[src/rtl/argmax_stream_10_16.sv]
// argmax_stream_10_16
//   Classifier tail stage. Collects one vector of M signed T-bit activations,
//   one element per accepted beat, then presents the index and value of the
//   largest element on a registered result stream. When elements tie, the
//   lower index wins.
//
// Ports
//   clk       single clock, posedge
//   reset     synchronous, active-high, overrides every other update
//   s_valid   upstream element valid
//   s_ready   block accepts an element this cycle (registered)
//   data_in   signed element
//   m_valid   result valid (registered)
//   m_ready   downstream accepts the result
//   data_out  index of the maximum element (0..M-1)
//   max_out   signed value of the maximum element
module argmax_stream_10_16 #(
  parameter int M  = 10,
  parameter int T  = 16,
  parameter int IW = 4
) (
  input  logic          clk,
  input  logic          reset,
  input  logic          s_valid,
  output logic          s_ready,
  input  logic [T-1:0]  data_in,
  output logic          m_valid,
  input  logic          m_ready,
  output logic [IW-1:0] data_out,
  output logic [T-1:0]  max_out
);

  typedef enum logic {COLLECT, HOLD} state_e;

  localparam logic [IW-1:0] LAST = IW'(M - 1);

  state_e              state_q;
  logic [IW-1:0]       cnt_q;
  logic [IW-1:0]       idx_q, idx_d;
  logic signed [T-1:0] max_q, max_d;
  logic                s_ready_q, m_valid_q;
  logic [IW-1:0]       data_out_q;
  logic [T-1:0]        max_out_q;
  logic                accept, take;

  assign accept = s_valid && s_ready_q && (state_q == COLLECT);

  // Element 0 always seeds the running max. After that, only a strictly
  // larger value replaces it, so an earlier index keeps a tie.
  always_comb begin
    take  = (cnt_q == '0) || ($signed(data_in) > max_q);
    max_d = take ? $signed(data_in) : max_q;
    idx_d = take ? cnt_q : idx_q;
  end

  always_ff @(posedge clk) begin
    if (reset) begin
      state_q    <= COLLECT;
      cnt_q      <= '0;
      idx_q      <= '0;
      max_q      <= '0;
      s_ready_q  <= 1'b1;
      m_valid_q  <= 1'b0;
      data_out_q <= '0;
      max_out_q  <= '0;
    end else begin
      unique case (state_q)
        COLLECT: begin
          if (accept) begin
            max_q <= max_d;
            idx_q <= idx_d;
            if (cnt_q == LAST) begin
              // The result includes the update from this last beat.
              cnt_q      <= '0;
              state_q    <= HOLD;
              s_ready_q  <= 1'b0;
              m_valid_q  <= 1'b1;
              data_out_q <= idx_d;
              max_out_q  <= max_d;
            end else begin
              cnt_q <= cnt_q + 1'b1;
            end
          end
        end
        HOLD: begin
          // Input is ignored here. Result registers keep their values after
          // the handshake.
          if (m_valid_q && m_ready) begin
            m_valid_q <= 1'b0;
            s_ready_q <= 1'b1;
            state_q   <= COLLECT;
          end
        end
      endcase
    end
  end

  assign s_ready  = s_ready_q;
  assign m_valid  = m_valid_q;
  assign data_out = data_out_q;
  assign max_out  = max_out_q;

endmodule

[config.mk]
export PLATFORM = sky130hd
export DESIGN_NAME = argmax_stream_10_16
export DESIGN_NICKNAME = d
export VERILOG_FILES = /design/src/rtl/argmax_stream_10_16.sv
export SDC_FILE = /design/constraint.sdc
export NUM_CORES = 1
export LEC_CHECK = 0
export CORE_MARGIN = 2
export CORE_UTILIZATION = 53
export CTS_CLUSTER_SIZE = 40
export DETAILED_ROUTE_END_ITERATION = 12
export PLACE_DENSITY = 0.79
export SLEW_MARGIN = 40
export SYNTH_ARGS = -nofsm -noshare
export SYNTH_HDL_FRONTEND = slang
export SYNTH_SLANG_ARGS = --single-unit
[constraint.sdc]
create_clock -name clk -period 4.15 [get_ports clk]
set_input_delay 1.245 -clock clk [delete_from_list [all_inputs] [get_ports clk]]
set_output_delay 1.245 -clock clk [all_outputs]
set_load 0.005 [all_outputs]
==> flow_metrics.env <==
export IMPL_ios=42
export IMPL_via_count=2110
export IMPL_drive_above_1_share_pct=9.85
export IMPL_core_area_um2=4750
export IMPL_ys_flop_type="dfxtp_1"
export IMPL_cts_max_level=2
export IMPL_drt_total_wl_um=5540
export IMPL_final_area_um2=3170
export IMPL_synthCells=286
export IMPL_grt_antenna_before_repair=0
export IMPL_finalPower_uw=944
export IMPL_dieArea_um2=5530
export IMPL_r2r_end="max_out[15]"
export IMPL_finClkSkew_ps=11.3
export IMPL_cts_root_buf="clkbuf_8"
export IMPL_io_buffers=41
export IMPL_post_place_ws_ps=151
export IMPL_final_hold_violation_count=0
export IMPL_grt_pass1_wl_um=9240
export IMPL_synth_seq_cells=47
export IMPL_clk_latency_ps=310
export IMPL_drv_max_cap_violation_count=0
export IMPL_synth_area_per_cell_um2=9.17
export IMPL_cts_clk_slew_worst_paths_ps=90
export IMPL_setup_tns_ps=0
export IMPL_crit_type="primary input to register"
export IMPL_fp_row_count=25
export IMPL_period_needed_ps=3680
export IMPL_async_reset_ff_share_pct=0
export IMPL_fillers=383
export IMPL_rsz0062_at_grt="no"
export IMPL_worst_pin_slew_ps=515
export IMPL_syn_area_um2=2620
export IMPL_cp_max_fo=8
export IMPL_dpl_cell_area_um2=3090
export IMPL_area_delta_synth_final_pct=20.9
export IMPL_post_cts_buffers=0
export IMPL_layout_commonest_cell="dfxtp_1"
export IMPL_dp_final_hpwl_um=4070
export IMPL_ys_seq_area_share_pct=35.9
export IMPL_num_nets_final=360
export IMPL_regArea_um2=941
export IMPL_crit_path_end_kind="register"
export IMPL_cts_buffers=5
export IMPL_viasPerCell=5.38
export IMPL_drt_wirelength_per_cell_um=14.1
export IMPL_r2r_slack_ps=1490
export IMPL_ir_drop_mv=0.172
export IMPL_crit_path_start_kind="primary input"
export IMPL_final_cells=392
export IMPL_synth_edf_count=0
export IMPL_multiInputGateArea_um2=1460
export IMPL_final_max_slew_viol_count=0
export IMPL_cts_tree="done"
export IMPL_critPathArrivalTime_ps=3860
export IMPL_fin_crit_sh_pct=88.7
export IMPL_total_leakage_power_uw=0.00132
export IMPL_hold_buffers=0
export IMPL_grt_overflow=0
export IMPL_dp_cells=384
export IMPL_initial_core_util_pct=55.2
export IMPL_synth_warnings=0
export IMPL_finalWorstSetupSlack_ps=468
export IMPL_most_common_layout_cells="dfxtp_1 (47), clkdlybuf4s50_1 (41), nand2b_1 (40), inv_1 (34), mux2i_1 (18)"
export IMPL_fp_dieH_um=74.3
export IMPL_grt_start_max_net_pins=68
export IMPL_ant_nets=0
export IMPL_grt_util_all_layers_pct=21.6
export IMPL_r2r_cells=9
export IMPL_first_pass_iters=4
export IMPL_synth_nets=322
export IMPL_r2r_start="max_q[7]"
export IMPL_fmax_mhz=272
export IMPL_cts_sinks=47
export IMPL_gp_congestion=0.823
export IMPL_slew_headroom_pct=65.6
export IMPL_grt_pass1_vias=2030
export IMPL_synth_cell_types=44
export IMPL_antenna_cells=0
export IMPL_finalSetupViolCount=0
export IMPL_die_x_um=74.3
export IMPL_route_detailed_drc=0
export IMPL_endpoint="max_out[15]"
export IMPL_ctsResizeCount=0
export IMPL_power_density_nw_per_um2=298
export IMPL_critical_path_required_ps=4330
export IMPL_status="finished clean"
export IMPL_cts_buffer_depth=2
export IMPL_min_delay_path_class="register to register"
export IMPL_dr_first_iter_drc_count=104
export IMPL_startpoint="data_in[7]"
-- worst max-delay path: stages --
cell and delay, ps:
clkdlybuf4s50_1 460, ha_1 340, nand4_1 190, nor4_1 500
o21ai_0 220, nor4_1 390, or2_1 190, buf_4 210
a221oi_1 110
-- report_power, final --
group | switching (µW) | internal [µW] | leakage (µW)
Clock | 151 | 118 | 0.0000422
Sequential | 12.7 | 470 | 0.000382
Combinational | 101 | 90.9 | 0.000900
Total | 265 | 680 | 0.00132
-- how the worst min path moves through the flow --
stage,slack (ps),startpoint,depth (start not counted),to
after floorplan,450,idx_q[1],2,idx_q[1]
after global placement,440,data_out[1],2,data_out[1]
after detailed placement,460,data_out[1],2,data_out[1]
after CTS,470,data_out[2],2,data_out[2]
after global routing,490,data_out[2],2,data_out[2]
final,470,idx_q[0],2,data_out[0]
-- registers in the layout (all words and copies together) (netlist names) --
signal and cells:
m_valid 1, s_ready 1, cnt_q 4, max_out 16
state_q 1, max_q 16, data_out 4, idx_q 4
-- area by class of cell --
| class | instances | share of cell area [%] |
|---|---|---|
| clock buffer | 7 | 2.41 |
| inverter | 34 | 4.02 |
| clock inverter | 1 | 0.158 |
| multi-input combinational | 188 | 46.1 |
| sequential | 47 | 29.7 |
| tap | 67 | 2.64 |
| timing repair buffer | 48 | 15.0 |
-- layer usage --
layer	wire length [µm]	up-vias	GRT usage, %
li1	-	1065	-
met1	2600	1001	26.6
met2	2660	34	37.5
met3	180	10	4.20
met4	99	0	7.94
met5	0	-	0
-- cell families (layout without fill, tap and decap cells) --
kind of cell	count (synthesis)	after routing	share of synthesized area (%)
compound gates	69	69	21.9
xor+xnor	2	2	0.668
fa+ha+maj	16	16	7.63
buf+inv	51	90	8.68
flops	47	47	35.9
mux	18	18	6.87
simple gates	83	83	18.4
-- Yosys cell counts (2+ instances only) --
library cell / instances / area, µm²
nand4_1: 5 / 31.3
nor2_1: 7 / 26.3
a221oi_2: 9 / 135
o21bai_1: 17 / 128
clkbuf_1: 9 / 33.8
a21oi_1: 12 / 60.1
nand2_1: 13 / 48.8
mux2i_1: 18 / 180
a211oi_1: 2 / 15.0
buf_4: 2 / 15.0
ha_1: 16 / 200
nand2b_1: 40 / 250
a221oi_1: 7 / 61.3
dfxtp_1: 47 / 941
o21ai_0: 9 / 45.0
nor3_1: 3 / 15.0
a211oi_2: 2 / 25.0
buf_2: 4 / 20.0
nand3b_1: 2 / 15.0
nor2b_1: 2 / 12.5
inv_1: 34 / 128
or4_1: 2 / 15.0
nor4_1: 2 / 12.5
o22ai_1: 2 / 12.5
-- metrics by stage --
step,hold slack (ps),utilization (%)
floorplan,445,-
global placement,445,65.0
detailed placement,460,65.0
CTS,470,66.7
global route,488,66.7
finish,467,66.7
(Power assumes the default switching activity.)
